--- src/rtl/scoreboard_ctrl_pkg.sv ---
// Shared definitions for the scoreboard front-end controller:
// FSM state encoding, parameter defaults and button index constants.
// The button index order (ERASE, INC, DEC) is also the press priority order.
package scoreboard_ctrl_pkg;

    typedef enum logic [1:0] {
        S_IDLE     = 2'd0,
        S_HOLD_INC = 2'd1,
        S_HOLD_DEC = 2'd2,
        S_ERASE    = 2'd3
    } state_e;

    localparam int DEF_DB_CYCLES     = 4;
    localparam int DEF_ERASE_CYCLES  = 6;
    localparam int DEF_REPEAT_DELAY  = 16;
    localparam int DEF_REPEAT_PERIOD = 8;

    localparam int ERASE   = 0;
    localparam int INC     = 1;
    localparam int DEC     = 2;
    localparam int NUM_BTN = 3;

    function automatic int max2(input int a, input int b);
        return (a > b) ? a : b;
    endfunction

endpackage

--- src/rtl/button_conditioner.sv ---
// Conditions one raw push-button: 2-FF synchroniser, debouncer, rising-edge detect.
// Ports:
//   clk      system clock
//   rst      asynchronous active-low reset
//   btn_i    raw asynchronous button, active-high
//   level_o  debounced button level
//   press_o  one-cycle pulse on a rising edge of the debounced level
module button_conditioner
    import scoreboard_ctrl_pkg::*;
#(
    parameter int DB_CYCLES = DEF_DB_CYCLES
) (
    input  logic clk,
    input  logic rst,
    input  logic btn_i,
    output logic level_o,
    output logic press_o
);

    localparam int CW = $clog2(DB_CYCLES + 1);

    logic          sync1_q, sync2_q;
    logic          level_q, level_d;
    logic          level_prev_q;
    logic [CW-1:0] cnt_q, cnt_d;

    // Level flips on the DB_CYCLES-th consecutive mismatching sample;
    // any matching sample restarts the count.
    always_comb begin
        level_d = level_q;
        cnt_d   = '0;
        if (sync2_q != level_q) begin
            if (cnt_q == CW'(DB_CYCLES - 1)) begin
                level_d = sync2_q;
            end else begin
                cnt_d = cnt_q + CW'(1);
            end
        end
    end

    always_ff @(posedge clk or negedge rst) begin
        if (!rst) begin
            sync1_q      <= 1'b0;
            sync2_q      <= 1'b0;
            level_q      <= 1'b0;
            level_prev_q <= 1'b0;
            cnt_q        <= '0;
        end else begin
            sync1_q      <= btn_i;
            sync2_q      <= sync1_q;
            level_q      <= level_d;
            level_prev_q <= level_q;
            cnt_q        <= cnt_d;
        end
    end

    assign level_o = level_q;
    assign press_o = level_q & ~level_prev_q;

endmodule

--- src/rtl/scoreboard_ctrl.sv ---
// Scoreboard front-end: turns three bouncing buttons into clean inc/dec strobes
// (with auto-repeat while held) and a fixed-length erase level.
// Ports:
//   clk          system clock
//   rst          asynchronous active-low reset
//   btn_inc_i    raw increment button
//   btn_dec_i    raw decrement button
//   btn_erase_i  raw erase button
//   inc_o        one-cycle increment strobe
//   dec_o        one-cycle decrement strobe
//   erase_o      erase level, ERASE_CYCLES long
//   busy_o       high whenever the FSM is not idle
//
// state      | meaning
// S_IDLE     | waiting for a press (priority erase > inc > dec)
// S_HOLD_INC | inc held, auto-repeating inc_o
// S_HOLD_DEC | dec held, auto-repeating dec_o
// S_ERASE    | driving erase_o for ERASE_CYCLES cycles
module scoreboard_ctrl
    import scoreboard_ctrl_pkg::*;
#(
    parameter int DB_CYCLES     = DEF_DB_CYCLES,
    parameter int ERASE_CYCLES  = DEF_ERASE_CYCLES,
    parameter int REPEAT_DELAY  = DEF_REPEAT_DELAY,
    parameter int REPEAT_PERIOD = DEF_REPEAT_PERIOD
) (
    input  logic clk,
    input  logic rst,
    input  logic btn_inc_i,
    input  logic btn_dec_i,
    input  logic btn_erase_i,
    output logic inc_o,
    output logic dec_o,
    output logic erase_o,
    output logic busy_o
);

    localparam int CW = $clog2(max2(max2(REPEAT_DELAY, REPEAT_PERIOD), ERASE_CYCLES) + 1);

    logic [NUM_BTN-1:0] raw, level, press;

    assign raw[ERASE] = btn_erase_i;
    assign raw[INC]   = btn_inc_i;
    assign raw[DEC]   = btn_dec_i;

    for (genvar b = 0; b < NUM_BTN; b++) begin : g_btn
        button_conditioner #(
            .DB_CYCLES (DB_CYCLES)
        ) u_cond (
            .clk     (clk),
            .rst     (rst),
            .btn_i   (raw[b]),
            .level_o (level[b]),
            .press_o (press[b])
        );
    end

    // Erase is purely edge-triggered; its debounced level is not needed.
    logic unused_erase_level;
    assign unused_erase_level = level[ERASE];

    state_e        state_q, state_d;
    logic [CW-1:0] cnt_q, cnt_d;
    logic          inc_q, inc_d, dec_q, dec_d, erase_q, erase_d, busy_q;
    logic          held;

    always_comb begin
        state_d = state_q;
        cnt_d   = cnt_q;
        inc_d   = 1'b0;
        dec_d   = 1'b0;
        erase_d = 1'b0;
        held    = (state_q == S_HOLD_INC) ? level[INC] : level[DEC];
        case (state_q)
            S_IDLE: begin
                if (press[ERASE]) begin
                    state_d = S_ERASE;
                    cnt_d   = CW'(ERASE_CYCLES - 1);
                    erase_d = 1'b1;
                end else if (press[INC]) begin
                    state_d = S_HOLD_INC;
                    cnt_d   = CW'(REPEAT_DELAY - 1);
                    inc_d   = 1'b1;
                end else if (press[DEC]) begin
                    state_d = S_HOLD_DEC;
                    cnt_d   = CW'(REPEAT_DELAY - 1);
                    dec_d   = 1'b1;
                end
            end
            S_HOLD_INC, S_HOLD_DEC: begin
                if (press[ERASE]) begin
                    state_d = S_ERASE;
                    cnt_d   = CW'(ERASE_CYCLES - 1);
                    erase_d = 1'b1;
                end else if (!held) begin
                    state_d = S_IDLE;
                end else if (cnt_q == '0) begin
                    // Terminal count: emit a repeat and reload for the next period.
                    cnt_d = CW'(REPEAT_PERIOD - 1);
                    inc_d = (state_q == S_HOLD_INC);
                    dec_d = (state_q == S_HOLD_DEC);
                end else begin
                    cnt_d = cnt_q - CW'(1);
                end
            end
            S_ERASE: begin
                if (cnt_q == '0) begin
                    state_d = S_IDLE;
                end else begin
                    cnt_d   = cnt_q - CW'(1);
                    erase_d = 1'b1;
                end
            end
            default: state_d = S_IDLE;
        endcase
    end

    always_ff @(posedge clk or negedge rst) begin
        if (!rst) begin
            state_q <= S_IDLE;
            cnt_q   <= '0;
            inc_q   <= 1'b0;
            dec_q   <= 1'b0;
            erase_q <= 1'b0;
            busy_q  <= 1'b0;
        end else begin
            state_q <= state_d;
            cnt_q   <= cnt_d;
            inc_q   <= inc_d;
            dec_q   <= dec_d;
            erase_q <= erase_d;
            busy_q  <= (state_d != S_IDLE);
        end
    end

    assign inc_o   = inc_q;
    assign dec_o   = dec_q;
    assign erase_o = erase_q;
    assign busy_o  = busy_q;

endmodule
--- config.mk ---
export PLATFORM = sky130hd
export DESIGN_NAME = scoreboard_ctrl
export DESIGN_NICKNAME = d
export VERILOG_FILES = /design/src/rtl/scoreboard_ctrl_pkg.sv /design/src/rtl/button_conditioner.sv /design/src/rtl/scoreboard_ctrl.sv
export SDC_FILE = /design/constraint.sdc
export NUM_CORES = 1
export LEC_CHECK = 0
export BUFFER_PORTS_ARGS = -buffer_cell sky130_fd_sc_hd__buf_2
export CAP_MARGIN = 10
export CORE_UTILIZATION = 58
export DETAILED_ROUTE_END_ITERATION = 10
export PLACE_DENSITY = 0.87
export SETUP_SLACK_MARGIN = 0.3
export SYNTH_ARGS = -nofsm -noshare
export SYNTH_HDL_FRONTEND = slang
export SYNTH_SLANG_ARGS = --single-unit
--- constraint.sdc ---
create_clock -name clk -period 2.42 [get_ports clk]
set_input_delay 0.363 -clock clk [delete_from_list [all_inputs] [get_ports clk]]
set_output_delay 0.363 -clock clk [all_outputs]
set_load 0.02 [all_outputs]
Word-level counts from Yosys, hierarchy flattened
Cells that the tools add are included.

Logic and storage cells: 90. Output and inout port bits: 4. Input bits: 5. Flip-flop bits (word level): 32.

Add/sub/neg operators: 4. Equal/unequal tests: 12. Multiplexer cells: 38. Reductions and logical operators: 9. Bitwise gates (word level): 6.

Operator list (count): 5-bit 2-to-1 mux (7); 3-bit 2-to-1 mux (6); 5-bit one-hot mux with 3 select lines (1); 1-bit 2-to-1 mux (14); 2-bit 2-to-1 mux (6); 3-bit by 1-bit adder with 3-bit output (second input constant) (3); 3-bit by 2-bit equality test with 1-bit output (second input constant) (3); 1-bit one-hot mux with 2 select lines (3); 2-bit one-hot mux with 3 select lines (1); 2-bit AND reduction (3); 5-bit logical NOT (1); 5-bit by 1-bit subtractor with 5-bit output (second input constant) (1); 2-bit equality test (second input constant) (2); 4-bit by 1-bit inequality test with 1-bit output (second input constant) (1); 1-bit bitwise AND (3); 1-bit inequality test (3); 3-bit by 2-bit inequality test with 1-bit output (second input constant) (1); 1-bit inverter (3); 3-bit AND reduction (1); 3-bit OR reduction (1); 2-bit by 1-bit equality test with 1-bit output (second input constant) (1); 2-bit logical NOT (1); 2-bit inequality test (second input constant) (1); 2-bit nonzero test (1); 2-bit OR reduction (1).

Depth between registers and ports, before layout
Gate-level depths: netlist (run 1).

Word-level depth: 7. Depth in mapped cells: 7. Gate-level depth less buffers: 6.

By module
A second synthesis (run 1) with hierarchy kept.

Cells, all modules: 123. Area total of the unflattened synthesis: 1456.4 µm².

Modules (own cells, without submodules): button_conditioner (instances 3, area an instance 252.7 µm², cells an instance 15, seq. area each 175.2 µm²); scoreboard_ctrl (instances 1, area an instance 698.2 µm², cells an instance 78, seq. area each 275.3 µm²).

Worst setup path before layout (run 1)
Ideal clock, no wire load.

Path kind: register to register. Start point: reg state_q[1]. End point: reg cnt_q[1]. Buffers on the path: 1. Data arrival time: 1739 ps. Period minus slack after synthesis: 1821 ps. Path slack: 599 ps. Stages on the path, launching flop included: 8. Data required time: 2338 ps. Path through: dfrtp_1 -> inv_1 -> ha_1 -> mux2_4 -> or3_1 -> buf_2 -> and3_1 -> a31oi_1.

Cells in the longest elaborated chain, start to end: 4. Elaborated cells between the ends (all ways): 11.

RTL lines: from (decl) (RTL line scoreboard_ctrl.sv:62) `state_e state_q, state_d;`; from (signal assigned) (RTL line scoreboard_ctrl.sv:127) `state_q <= state_d;`; 2-bit by 1-bit equality test with 1-bit output / 2-bit equality test (equally long branches) (RTL line scoreboard_ctrl.sv:73, scoreboard_ctrl.sv:74); 1-bit 2-to-1 mux / 2-bit OR reduction (equally long branches) (RTL line scoreboard_ctrl.sv:73, scoreboard_ctrl.sv:74); 3-bit by 2-bit inequality test with 1-bit output (no source line); 3-bit AND reduction (no source line); to (signal assigned) (RTL line scoreboard_ctrl.sv:128) `cnt_q <= cnt_d;`; to (decl) (RTL line scoreboard_ctrl.sv:63) `logic [CW-1:0] cnt_q, cnt_d;`.

Several ways; a longest one is shown, not always the timed one. A chain may end at the register's enable or synchronous reset.

Final worst setup path (run 1)
Ends and elaborated chain as after synthesis.

==> results of run 1 <==
[sequential cells by signal, indices dropped and copies added, names as in the netlist, 2 cells and up]
name / flops
g_btn.u_cond.cnt_q: 9
cnt_q: 5
g_btn.u_cond.level_o: 3
g_btn.u_cond.level_prev_q: 3
g_btn.u_cond.sync1_q: 3
g_btn.u_cond.sync2_q: 3
state_q: 2
[power by group through the flow]
stage	Combinational (mW)	Sequential (mW)	Clock (mW)
after floorplan	0.812	0.854	0
after global placement	0.990	0.840	0
after detailed placement	1.04	0.858	0
after CTS	1.05	0.845	0.321
after global routing	1.19	0.862	0.351
final	1.07	0.843	0.310
[through the flow]
stage | total power, mW | hold WS [ns]
finish | 2.22 | 0.0634
global route | 2.40 | 0.104
CTS | 2.22 | 0.0753
detailed placement | 1.90 | 0.336
global placement | 1.83 | 0.332
floorplan | 1.67 | 0.0674
[critical path, delay by kind of cell (launching register included)]
kind	cells	cell delay [ns]
buffers and inverters	1	0.16
adders and majority gates	1	0.21
DFF	1	0.44
and+or+nand+nor	2	0.63
muxes	1	0.32
AOI/OAI and AO/OA	1	0.14
[final timing paths]
path / slack (ns) / end / cells past startpoint
setup / recovery: 0.44 / cnt_q[1] / 6
hold / removal: 0.06 / cnt_q[1] / 1
setup reg to reg: 0.44 / cnt_q[1] / 6
hold reg to reg: 0.35 / g_btn[2].u_cond.sync2_q / 0
max in group asynchronous: 1.92 / g_btn[2].u_cond.level_prev_q / 1
min in group clk: 0.14 / g_btn[2].u_cond.sync1_q / 1
[metal layers]
metal | part of all wire, % | up-vias | global-route usage, % | routed length (um)
li1 | - | 464 | - | -
met1 | 43 | 466 | 27.1 | 1080
met2 | 49 | 29 | 36.1 | 1240
met3 | 4.9 | 8 | 8.77 | 124
met4 | 2.6 | 0 | 12.6 | 65
met5 | 0 | - | 0 | 0
[cell families after synthesis]
| family | Yosys count | share of synthesized area [%] |
|---|---|---|
| and+or+nand+nor | 42 | 18.0 |
| DFF | 32 | 55.4 |
| AOI/OAI and AO/OA | 23 | 10.9 |
| buffers and inverters | 10 | 2.68 |
| adders and majority gates | 9 | 7.79 |
| muxes | 4 | 3.38 |
| xor gates and xnor gates | 3 | 1.82 |
[cells in the mapped netlist (2+ instances only)]
cell,number
a2bb2oi_1,2
ha_1,9
nor2b_1,6
dfrtp_1,32
nor3b_1,9
nor2_1,7
nand4_1,3
nand2_1,3
o22ai_1,2
or3_1,2
a21oi_1,3
inv_1,8
xnor2_1,3
a31oi_1,3
nor3_1,3
a21oi_2,2
mux2_2,3
o21ai_0,3
o21a_1,2
nand2b_1,3
[area by class of cell]
cell class	count	area share, %
Timing Repair Buffer	8	2.55
Inverter	8	1.91
Tap cell	28	2.23
Multi-Input combinational cell	81	38.6
Clock buffer	8	3.75
Sequential cell	32	51.0
==> flow_summary.json, run 1 <==
{
  "outcome": "finished clean",
  "hold_class": "in2async",
  "grt_pass1_wl_mm": 4.30,
  "end_kind": "flop",
  "hpwl_mm": 1.80,
  "cp_max_fo": 6,
  "fin_tns_setup_ns": 0,
  "combinationalPowerShare_pct": 48.1,
  "port-buffer-count": 8,
  "power_leakage_nw": 0.738,
  "clock_skew_ns": 0.00501,
  "fillers": 161,
  "synth_area_um2": 1450,
  "fin_crit_sh_pct": 81.8,
  "cts_buffers": 5,
  "routed_wl_mm": 2.51,
  "clk_latency_ns": 0.33,
  "route.detailed.drc": 0,
  "max-slew-margin-rel_pct": 55.3,
  "max_cap_viol_count": 0,
  "grt_pass1_vias": 963,
  "final_area_um2": 1570,
  "sw_frac_of_total_pct": 40.8,
  "finalWorstSetupSlack_ns": 0.440,
  "clk_pin_slew_worst_paths_ns": 0.09,
  "r2r_start": "state_q[1]",
  "fin_util_pct": 69.0,
  "ys_top_cells_by_area": "dfrtp_1, ha_1, nor3b_1, nor2b_1, mux2_2",
  "postCtsSetupBuffers": 0,
  "ir_worst_vdd_mv": 0.818,
  "yosysTopAreaCell": "dfrtp_1",
  "ys_seq_elements": 32,
  "cpPeakStageDelay_ns": 0.44,
  "synth-edff-count": 0,
  "netlist_instances": 123,
  "fmax_mhz": 505,
  "place_ws_ns": 0.468,
  "antenna_found_initial": 0,
  "setup_violations": 0,
  "mostFrequentLayoutCell": "dfrtp_1",
  "track_usage_pct": 23.1,
  "multi_input_area_um2": 606,
  "gp_congestion": 0.899,
  "fp.coreArea_um2": 2280,
  "die_area_um2": 2700,
  "start_util_pct": 63.5,
  "yosysWarnings": 0,
  "fp.dieW_um": 51.9,
  "critPathKind": "reg2reg",
  "grt_max_degree": 33,
  "dr.pass1.iters": 4,
  "power.share.clock_pct": 14.0,
  "syn-num-nets": 137,
  "crit_start": "state_q[1]",
  "final_cells": 165,
  "worstSetupStartpointType": "flop",
  "ys_seq_area_share_pct": 55.4,
  "vias": 967,
  "period_minus_slack_ns": 1.98,
  "placed_cell_area_um2": 1510,
  "cts_tree": "yes",
  "synth_top_area_share_pct": 55.4,
  "crit_slowest_cell": "dfrtp_1",
  "rsz0062_at_grt": "no",
  "clkSinkCount": 32,
  "path_cells": "inv_1 -> ha_1 -> mux2_4 -> or3_1 -> and3_1 -> a31oi_1",
  "drive_gt1_share_pct": 16.8,
  "cts.path.max_buffers": 2,
  "dpl.cell_count": 157,
  "grt_overflow": 0,
  "holdBufCountCts": 0,
  "route.antenna.remaining_nets": 0,
  "internal_power_mw": 1.31,
  "wl_per_cell_um": 15.2,
  "regArea_um2": 801,
  "antennaDiodeCount": 0,
  "final_cell_mix": "dfrtp_1, nor3b_1, ha_1, inv_1, buf_2",
  "drt_iter0_drc": 17,
  "cp.required_ns": 2.68,
  "synth_ff_type": "dfrtp_1",
  "hold_viol_final": 0,
  "syn_area_per_cell_um2": 11.7,
  "via_per_inst": 5.86,
  "fp-row-count": 17,
  "htreeDepth": 2,
  "drv_slew": 0,
  "seqPwrFrac_pct": 38.0,
  "io_pins": 9,
  "syn_to_final_growth_pct": 8.66,
  "fp.dieH_um": 51.9,
  "critPathArrivalTime_ns": 2.24,
  "p_per_area_nw_per_um2": 1410,
  "async_reset_ff_share_pct": 100,
  "cts-root-buf": "clkbuf_4",
  "p_switching_mw": 0.907,
  "tightest_slew_ns": 0.670,
  "nets": 150,
  "post_synth_num_cell_types": 35,
  "cts_resized": 0
}
Power figures use the tool's default switching activity.
==> inputs of run 2 (changes only) <==
Settings changed: ABC_AREA set to 1, CORE_UTILIZATION 58 to 59, PLACE_DENSITY 0.87 to 0.88.
Clock period 2.42 ns to 1.9 ns, I/O delays scaled along.
==> run 2 against run 1 <==
Maximum frequency up 31%. Area after synthesis up 6.5%. Core utilization up 0.20 points. Final cell count up 28%. Worst hold slack worse by 0.018 ns. Clock power up 62%. Largest power group unchanged.
==> flow_summary.json, run 2 <==
{
  "outcome": "finished clean",
  "fin_crit_sh_pct": 79.7,
  "worst-path-buf-inv": 2,
  "netlist_instances": 163,
  "ys_seq_area_share_pct": 52.0,
  "synth_ff_type": "dfrtp_1",
  "final_cell_mix": "nand2_1, dfrtp_1, inv_1, nor2_1, ha_1",
  "htreeDepth": 2,
  "place_ws_ns": 0.323,
  "async_reset_ff_share_pct": 100,
  "cts_buffers": 5,
  "cpMostUsedCell": "nand2_1",
  "synth-edff-count": 0,
  "final_area_um2": 1710,
  "hold_ws_ns": 0.0458,
  "syn_to_final_growth_pct": 11.4,
  "port-buffer-count": 8,
  "track_usage_pct": 23.4,
  "syn_area_per_cell_um2": 9.44,
  "placed_cell_area_um2": 1620,
  "met2_usage_pct": 38.8,
  "regArea_um2": 801,
  "routed_wl_mm": 2.63,
  "ys_seq_elements": 32,
  "max-slew-margin-rel_pct": 54.2,
  "worstHoldPathCells": 1,
  "fp.dieW_um": 53.1,
  "ys_top_cells_by_area": "dfrtp_1, nand2_1, ha_1, inv_1, nand2_4",
  "fin_tns_setup_ns": 0,
  "yosysTopAreaCell": "dfrtp_1",
  "cp.required_ns": 2.17,
  "synth_area_um2": 1540,
  "hold_start": "btn_dec_i",
  "fillers": 201,
  "ir_worst_vdd_mv": 1.20,
  "multi_input_area_um2": 644,
  "finalWorstSetupSlack_ns": 0.386,
  "cpPeakStageDelay_ns": 0.44,
  "tightest_slew_ns": 0.687,
  "critPathArrivalTime_ns": 1.79,
  "crit_family": "simple AND/OR/NAND/NOR gates",
  "clk_latency_ns": 0.34,
  "cts_tree": "yes",
  "use_met3_pct": 7.47,
  "die_area_um2": 2820,
  "p_per_area_nw_per_um2": 1880,
  "fp.dieH_um": 53.1,
  "yosysWarnings": 0,
  "drive_gt1_share_pct": 21.5,
  "route.detailed.drc": 0,
  "grt_max_degree": 33,
  "crit_slowest_cell": "dfrtp_1",
  "wl_per_cell_um": 12.5,
  "gp_congestion": 0.908,
  "start_util_pct": 62.1,
  "post_synth_num_cell_types": 27,
  "clock_skew_ns": 0.00851,
  "critPathKind": "reg2reg",
  "setup_violations": 0,
  "use_met1_pct": 25.7,
  "worstSetupStartpointType": "flop",
  "antenna_found_initial": 0,
  "fp.coreArea_um2": 2480,
  "via_per_inst": 5.28,
  "dr.pass1.iters": 5,
  "max_cap_viol_count": 0,
  "drv_slew": 0,
  "r2r_start": "state_q[1]",
  "cts.path.max_buffers": 2,
  "largest_reg_flops": 9,
  "top_register": "g_btn.u_cond.cnt_q",
  "hold_viol_final": 0,
  "grt_pass1_wl_mm": 4.46,
  "path_cells": "inv_2 -> ha_1 -> inv_1 -> nand2_4 -> nand2_4 -> nor3_1 -> nor2_1 -> nand2_1 -> nand2_1 -> nand2_1",
  "synth_top_area_share_pct": 52.0,
  "cp_max_fo": 5,
  "rsz0062_at_grt": "yes",
  "clk_pin_slew_worst_paths_ns": 0.09,
  "drt_iter0_drc": 29,
  "grt_most_used_layer": "met2",
  "clkSinkCount": 32,
  "io_pins": 9,
  "vias": 1114,
  "period_minus_slack_ns": 1.51,
  "hpwl_mm": 1.90,
  "total_power_mw": 3.22,
  "grt_pass1_vias": 1070,
  "fmax_mhz": 660,
  "grt_overflow": 0,
  "hold_class": "in2reg",
  "antennaDiodeCount": 0,
  "reg2reg_slack_ns": 0.39,
  "power_leakage_nw": 0.885,
  "reg_top3": "g_btn.u_cond.cnt_q (9), cnt_q (5)",
  "synthTopCellsByCount": "dfrtp_1, nand2_1, inv_1",
  "end_kind": "flop",
  "r2r_cells": 10,
  "regToRegEndpoint": "busy_o",
  "cts-root-buf": "clkbuf_4",
  "nets": 194,
  "syn-num-nets": 177,
  "holdPathEnd": "g_btn[2].u_cond.sync1_q",
  "route.antenna.remaining_nets": 0,
  "fp-row-count": 18
}
==> run 2: cell types whose count changed after synthesis, sizes merged, moves of 3 or more <==
cell,delta
a21oi,+3
nand2b,-3
nand3,+6
a31oi,-3
mux2,-3
nand2,+36
nor3b,-7
nor2b,-6
nor2,+8
inv,+17
==> run 2: logic make-up (layout without fill, tap and decap cells) <==
family / count (synthesis) / count (layout) / synth area share, %
xor+xnor: 4 / 4 / 2.28
simple gates: 74 / 74 / 24.8
buf+inv: 26 / 44 / 6.34
compound gates: 17 / 17 / 6.50
fa+ha+maj: 9 / 9 / 7.32
mux: 1 / 1 / 0.732
flops: 32 / 32 / 52.0
==> run 2: cell type report <==
cell class | count | share of cell area [%]
Sequential cell | 32 | 46.7
Tap cell | 30 | 2.19
Inverter | 26 | 5.69
Timing Repair Buffer | 10 | 3.36
Multi-Input combinational cell | 105 | 37.6
Clock inverter | 2 | 2.04
Clock buffer | 6 | 2.41
==> run 2: how the worst max path moves through the flow <==
| stage | from | endpoint | depth (start not counted) |
|---|---|---|---|
| after global placement | state_q[0] | cnt_q[3] | 9 |
| after floorplan | state_q[0] | cnt_q[3] | 9 |
| final | state_q[1] | busy_o | 10 |
| after global routing | state_q[0] | cnt_q[0] | 8 |
| after CTS | state_q[0] | cnt_q[3] | 9 |
| after detailed placement | state_q[0] | cnt_q[3] | 9 |
==> run 2: per-layer routing <==
metal / vias to the layer above / wire, um
met1: 533 / 1180
met4: 0 / 68
met2: 23 / 1260
met3: 9 / 111
li1: 549 / -
met5: - / 0
==> run 2: power by group <==
part           internal [mW]  switching [mW]  leakage [nW]
registers              0.908           0.169         0.398
clock network          0.276           0.226        0.0422
logic                  0.585            1.05         0.444
total                   1.77            1.45         0.885
==> run 2: through the flow <==
step / instances / util, %
floorplan: 163 / -
detailed placement: 201 / 65.3
global route: 211 / 69.2
CTS: 210 / 68.7
finish: 211 / 69.2
global placement: 201 / 65.3
==> run 2: timing repair <==
item | in CTS | in global routing
buffers inserted | 0 | 1
resized for setup | 0 | 4
hold endpoints to repair | 32 | 0
hold buffers | 1 | 0
setup endpoints to repair | 0 | 8
